`src/rtl/schmitt_sched.sv`:
```
// Time-multiplexed Schmitt-trigger engine: round-robin sample arbiter, two-stage compare pipeline, per-channel state.
// Optional build macro SCHMITT_EVT_FILTER_EN: when defined, only state-changing decisions raise evt_valid.
module schmitt_sched #(
    parameter int              NCH    = 4,
    parameter int              DW     = 8,
    parameter logic [DW-1:0]   HI_RST = 8'hC0,
    parameter logic [DW-1:0]   LO_RST = 8'h40,
    localparam int             CW     = $clog2(NCH)
) (
    input  logic                clk,
    input  logic                reset_n,
    input  logic [NCH-1:0]      samp_valid,
    input  logic [NCH*DW-1:0]   samp_data,
    output logic [NCH-1:0]      samp_ready,
    input  logic                cfg_we,
    input  logic [DW-1:0]       cfg_hi,
    input  logic [DW-1:0]       cfg_lo,
    output logic                cfg_err,
    output logic [NCH-1:0]      state_out,
    output logic                evt_valid,
    output logic [CW-1:0]       evt_ch,
    output logic                evt_level,
    output logic                evt_changed
);

    function automatic logic schmitt_next(input logic [DW-1:0] d, input logic [DW-1:0] hi,
                                          input logic [DW-1:0] lo, input logic old);
        if (d >= hi) begin
            return 1'b1;
        end else if (d <= lo) begin
            return 1'b0;
        end else begin
            return old;
        end
    endfunction

    logic [CW-1:0]  rr_ptr_q,  rr_ptr_d;
    logic           s1_vld_q,  s1_vld_d;
    logic [CW-1:0]  s1_ch_q,   s1_ch_d;
    logic [DW-1:0]  s1_data_q, s1_data_d;
    logic [DW-1:0]  hi_q,      hi_d;
    logic [DW-1:0]  lo_q,      lo_d;
    logic [NCH-1:0] state_q,   state_d;
    logic           cfg_err_q, cfg_err_d;
    logic           evt_valid_q, evt_valid_d;
    logic [CW-1:0]  evt_ch_q,  evt_ch_d;
    logic           evt_level_q, evt_level_d;
    logic           evt_changed_q, evt_changed_d;

    logic           gnt_any_s;
    logic [CW-1:0]  gnt_idx_s;
    logic [NCH-1:0] gnt_s;
    logic [DW-1:0]  gnt_data_s;
    logic           old_lvl_s;
    logic           new_lvl_s;
    logic           chg_s;

    // Round-robin grant: first requester after rr_ptr, wrapping; masked while in reset.
    always_comb begin
        logic [CW-1:0] cand_v;
        cand_v     = '0;
        gnt_any_s  = 1'b0;
        gnt_idx_s  = '0;
        gnt_s      = '0;
        gnt_data_s = '0;
        for (int k = 1; k <= NCH; k++) begin
            cand_v = CW'((int'(rr_ptr_q) + k) % NCH);
            if (!gnt_any_s && samp_valid[cand_v]) begin
                gnt_any_s = 1'b1;
                gnt_idx_s = cand_v;
            end else begin
                gnt_any_s = gnt_any_s;
            end
        end
        for (int i = 0; i < NCH; i++) begin
            if (gnt_any_s && (gnt_idx_s == CW'(i))) begin
                gnt_s[i]   = 1'b1;
                gnt_data_s = samp_data[i*DW +: DW];
            end else begin
                gnt_s[i]   = 1'b0;
            end
        end
        if (reset_n) begin
            samp_ready = gnt_s;
        end else begin
            samp_ready = '0;
        end
    end

    // Next-state logic: S1 capture, S2 hysteresis decision, threshold config and event formation.
    always_comb begin
        rr_ptr_d      = rr_ptr_q;
        s1_vld_d      = gnt_any_s;
        s1_ch_d       = s1_ch_q;
        s1_data_d     = s1_data_q;
        hi_d          = hi_q;
        lo_d          = lo_q;
        state_d       = state_q;
        cfg_err_d     = 1'b0;
        evt_ch_d      = evt_ch_q;
        evt_level_d   = evt_level_q;
        old_lvl_s     = state_q[s1_ch_q];
        new_lvl_s     = schmitt_next(s1_data_q, hi_q, lo_q, old_lvl_s);
        chg_s         = new_lvl_s ^ old_lvl_s;
        evt_changed_d = s1_vld_q & chg_s;
`ifdef SCHMITT_EVT_FILTER_EN
        evt_valid_d   = s1_vld_q & chg_s;
`else
        evt_valid_d   = s1_vld_q;
`endif

        if (gnt_any_s) begin
            rr_ptr_d  = gnt_idx_s;
            s1_ch_d   = gnt_idx_s;
            s1_data_d = gnt_data_s;
        end else begin
            rr_ptr_d  = rr_ptr_q;
        end

        // Same-channel samples back-to-back are safe: state is only touched here in S2.
        if (s1_vld_q) begin
            state_d[s1_ch_q] = new_lvl_s;
            evt_ch_d         = s1_ch_q;
            evt_level_d      = new_lvl_s;
        end else begin
            state_d          = state_q;
        end

        if (cfg_we && (cfg_hi > cfg_lo)) begin
            hi_d = cfg_hi;
            lo_d = cfg_lo;
        end else if (cfg_we) begin
            cfg_err_d = 1'b1;
        end else begin
            cfg_err_d = 1'b0;
        end
    end

    // State registers with asynchronous active-low reset.
    always_ff @(posedge clk or negedge reset_n) begin
        if (!reset_n) begin
            rr_ptr_q      <= CW'(NCH - 1);
            s1_vld_q      <= 1'b0;
            s1_ch_q       <= '0;
            s1_data_q     <= '0;
            hi_q          <= HI_RST;
            lo_q          <= LO_RST;
            state_q       <= '0;
            cfg_err_q     <= 1'b0;
            evt_valid_q   <= 1'b0;
            evt_ch_q      <= '0;
            evt_level_q   <= 1'b0;
            evt_changed_q <= 1'b0;
        end else begin
            rr_ptr_q      <= rr_ptr_d;
            s1_vld_q      <= s1_vld_d;
            s1_ch_q       <= s1_ch_d;
            s1_data_q     <= s1_data_d;
            hi_q          <= hi_d;
            lo_q          <= lo_d;
            state_q       <= state_d;
            cfg_err_q     <= cfg_err_d;
            evt_valid_q   <= evt_valid_d;
            evt_ch_q      <= evt_ch_d;
            evt_level_q   <= evt_level_d;
            evt_changed_q <= evt_changed_d;
        end
    end

    assign state_out   = state_q;
    assign cfg_err     = cfg_err_q;
    assign evt_valid   = evt_valid_q;
    assign evt_ch      = evt_ch_q;
    assign evt_level   = evt_level_q;
    assign evt_changed = evt_changed_q;

endmodule
```
`config.mk`:
```
export PLATFORM = sky130hd
export DESIGN_NAME = schmitt_sched
export DESIGN_NICKNAME = d
export VERILOG_FILES = /design/src/rtl/schmitt_sched.sv
export SDC_FILE = /design/constraint.sdc
export NUM_CORES = 1
export LEC_CHECK = 0
export BUFFER_PORTS_ARGS = -buffer_cell sky130_fd_sc_hd__buf_2
export CAP_MARGIN = 20
export CELL_PAD_IN_SITES_DETAIL_PLACEMENT = 0
export CELL_PAD_IN_SITES_GLOBAL_PLACEMENT = 1
export CORE_MARGIN = 2
export CORE_UTILIZATION = 43
export DETAILED_ROUTE_END_ITERATION = 8
export GPL_TIMING_DRIVEN = 0
export MAX_ROUTING_LAYER = met4
export PLACE_DENSITY_LB_ADDON = 0.2
export RECOVER_POWER = 50
export SYNTH_ARGS = -nofsm -noshare
export SYNTH_HDL_FRONTEND = slang
export SYNTH_SLANG_ARGS = --single-unit
```
`constraint.sdc`:
```
create_clock -name clk -period 5.2 [get_ports clk]
set_clock_uncertainty 0.2 [all_clocks]
set_input_delay 0.26 -clock clk [delete_from_list [all_inputs] [get_ports clk]]
set_output_delay 0.26 -clock clk [all_outputs]
set_load 0.02 [all_outputs]
```
==> impl_metrics.toml <==
[run_status]
status = "finished with violations"
failed_checks = "capacitance limit, slew limit"

[layout]
area_delta_synth_final_pct = 22.79
multi_input_area_mm2 = 0.001345
nFillCells = 539
sequential_cell_area_um2 = 982.2
diodes = 0
fin_nets = 407
final_util_pct = 55.15
layout-drive-gt1-share_pct = 29.18

[cts]
cts_setup_buffers = 0
clk_pin_slew_worst_paths_ps = 80
clkSinkCount = 39
cts_hold_buffers = 8
clockRootBuffer = "clkbuf_8"
clk_latency_ps = 290
cts_buffers = 5
cts_resized = 0
cts_tree = "yes"
cts_max_path_buffers = 2
htree_levels = 2

[synth]
ys.flop_type = "dfrtp_1"
async_flop_share_pct = 100.0
yosysSeqAreaShare_pct = 39.23
synthesis.nets = 327
syn_area_mm2 = 0.002504
syn_avg_cell_area_um2 = 10.10
synth-edff-count = 0
ys_warn_count = 0
yosysUniqueCellTypes = 51
synth-seq-cells = 39
synth_cells = 248

[placed_design]
dp_hpwl_mm = 4.353
place.gp.congestion = 0.8242
io_buffers = 65

[setup_path]
critPathMaxFanout = 43
r2r_slack_ps = 2340
cpMaxStageDelayCell = "clkbuf_1"
crit_path_end = "samp_ready[1]"
rr_worst_depth = 8
arrival_ps = 2960
critPathLaunchType = "input pin"
path_cells = "dlygate4sd3_1 > clkbuf_1 > and3_1 > buf_2"
crit_path_end_kind = "output pin"
r2r_start = "rr_ptr_q[1]"
r2r-end = "s1_data_q[3]"
cp.required_ps = 4740
slowest_delay_ps = 1640
critical_path_class = "input pin to output pin"
crit_start = "reset_n"

[timing]
finalMaxSlewViolations = 55
setup_viol = 0
max_slew_margin_pct = -54.41
hold_viol = 0
fmax_mhz = 292.2
period_share_pct = 65.82
rsz0062_at_grt = "false"
tightestPinTransition_ps = 2316
tns_ps = 0
fin_crit_ps = 3423

[global_routing]
overflow = 0
grt_pass1_wl_mm = 9.522
grt_start_max_net_pins = 44
grt_pass1_vias = 2097
grt_use_total_pct = 19.73
antenna_found_initial = 0

[min_path]
hold_path_class = "input pin to flip-flop"
hp-start = "cfg_hi[0]"

[floorplan]
die_w_um = 80.31
initial_core_util_pct = 44.92
fp.dieH_um = 80.31
dieArea_mm2 = 0.006449
rows = 27
core-area_mm2 = 0.005574
io_pins = 69

[detailed_routing]
wirelength_mm = 5.712
first_pass_iters = 4
routedWlPerCell_um = 14.24
drt_iter0_drc = 63
drtAntennaViolNets = 0
drc = 0
avgViaCountPerCell = 5.195
vias = 2083

[pwr]
power-per-cell-area_mw_per_mm2 = 459.5
irDropWorstVdd_uv = 218.5
p_leak_nw = 1.582

[job]
max_cap_viol_count = 2
[critical path: cells and delay by family]
| family | cells | cell delay [ps] |
|---|---|---|
| buffers and inverters | 3 | 2330 |
| AND/OR/NAND/NOR | 1 | 350 |
[sequential cells by signal, indices dropped and copies added (netlist names), 2 cells and up]
name       cells
hi_q           8
lo_q           8
s1_data_q      8
state_out      4
evt_ch         2
rr_ptr_q       2
s1_ch_q        2
[per-stage QoR]
stage / hold slack [ps] / cells / total power [mW] / setup WS (ps) / area (um2)
after floorplan: -235.6 / 248 / 0.9814 / 3067 / 2504
after global placement: 183.4 / 385 / 1.154 / 2853 / 2919
after detailed placement: 183.8 / 385 / 1.172 / 2832 / 2919
after CTS: 0.5770 / 401 / 1.450 / 2547 / 3112
after global routing: 5.814 / 401 / 1.547 / 1282 / 3074
final: 10.08 / 401 / 1.413 / 1777 / 3074
[cell families (layout without fill, tap and decap cells)]
logic type / count (synthesis) / in the layout / share of synthesized area, %
simple gates: 66 / 66 / 14.19
compound gates: 65 / 65 / 19.44
flops: 39 / 39 / 39.23
buf+inv: 35 / 116 / 6.097
fa+ha+maj: 24 / 24 / 11.99
mux: 19 / 19 / 9.046
[layer usage]
layer	vias up	wire, um	global-route usage (%)	part of all wire (%)
met4	0	56	6.102	0.98
met5	-	0	-	0
li1	1045	-	-	-
met1	981	2662	24.88	47
met2	52	2727	32.75	48
met3	5	265	3.034	4.6
[layout by cell type, fill, tap and decap left out, types with 2 or more instances in the layout]
cell type,n
nand3_1,2
nor3b_1,2
nand3b_1,2
nor2b_1,4
o21ai_1,11
a21oi_1,7
dlygate4sd3_1,8
dfstp_2,5
mux2i_1,8
nand2b_1,2
nor2_1,21
clkbuf_8,5
buf_2,58
ha_1,24
a21o_1,4
a22oi_1,16
dfrtp_1,34
nor3_1,2
and2_1,4
o21bai_1,10
mux2_4,3
nand4_1,2
a31oi_1,2
inv_1,25
clkbuf_1,13
o21ai_0,4
mux2_2,7
and3_1,6
or2_2,2
nand2_1,10
[Yosys cell counts, drive strengths merged, types with 3 or more instances]
cell / instances / share of area, %
inv: 26 / 3.9
clkbuf: 3 / 0.50
mux2i: 8 / 3.2
dfstp: 5 / 5.2
and3: 6 / 1.5
mux2: 10 / 4.9
buf: 6 / 1.7
ha: 24 / 12
and2: 4 / 1.0
a21o: 4 / 1.2
nor2b: 4 / 1.0
nor2: 22 / 3.4
or2: 3 / 0.75
nor3: 3 / 0.80
nand2: 10 / 1.5
o21bai: 10 / 3.0
a21oi: 7 / 1.4
a22oi: 16 / 4.8
o21ai: 15 / 3.0
dfrtp: 34 / 34
[power breakdown]
| part | total, mW | switching (mW) | internal, mW | leakage (nW) |
|---|---|---|---|---|
| clock | 0.258 | 0.115 | 0.143 | 0.0581 |
| combinational | 0.654 | 0.354 | 0.300 | 1.07 |
| sequential | 0.500 | 0.0830 | 0.417 | 0.451 |
| total | 1.41 | 0.553 | 0.860 | 1.58 |
[worst min-delay path by stage]
stage	to	slack, ps	depth (start not counted)
detailed placement	evt_valid	180	0
global route	cfg_err	6	2
global placement	evt_valid	180	0
floorplan	cfg_err	-240	0
finish	hi_q[0]	10	2
CTS	hi_q[2]	0.6	2
[area by class of cell]
class                   count  area share [%]
clock inverters             3           1.425
plain buffers               9           1.791
well taps                  72           2.930
repair buffers             73           12.74
multi-input cells         174           43.75
clock buffers               5           2.239
flip-flops and latches     39           31.95
inverters                  26           3.175
Note: power is estimated with default switching activity, not from simulation.
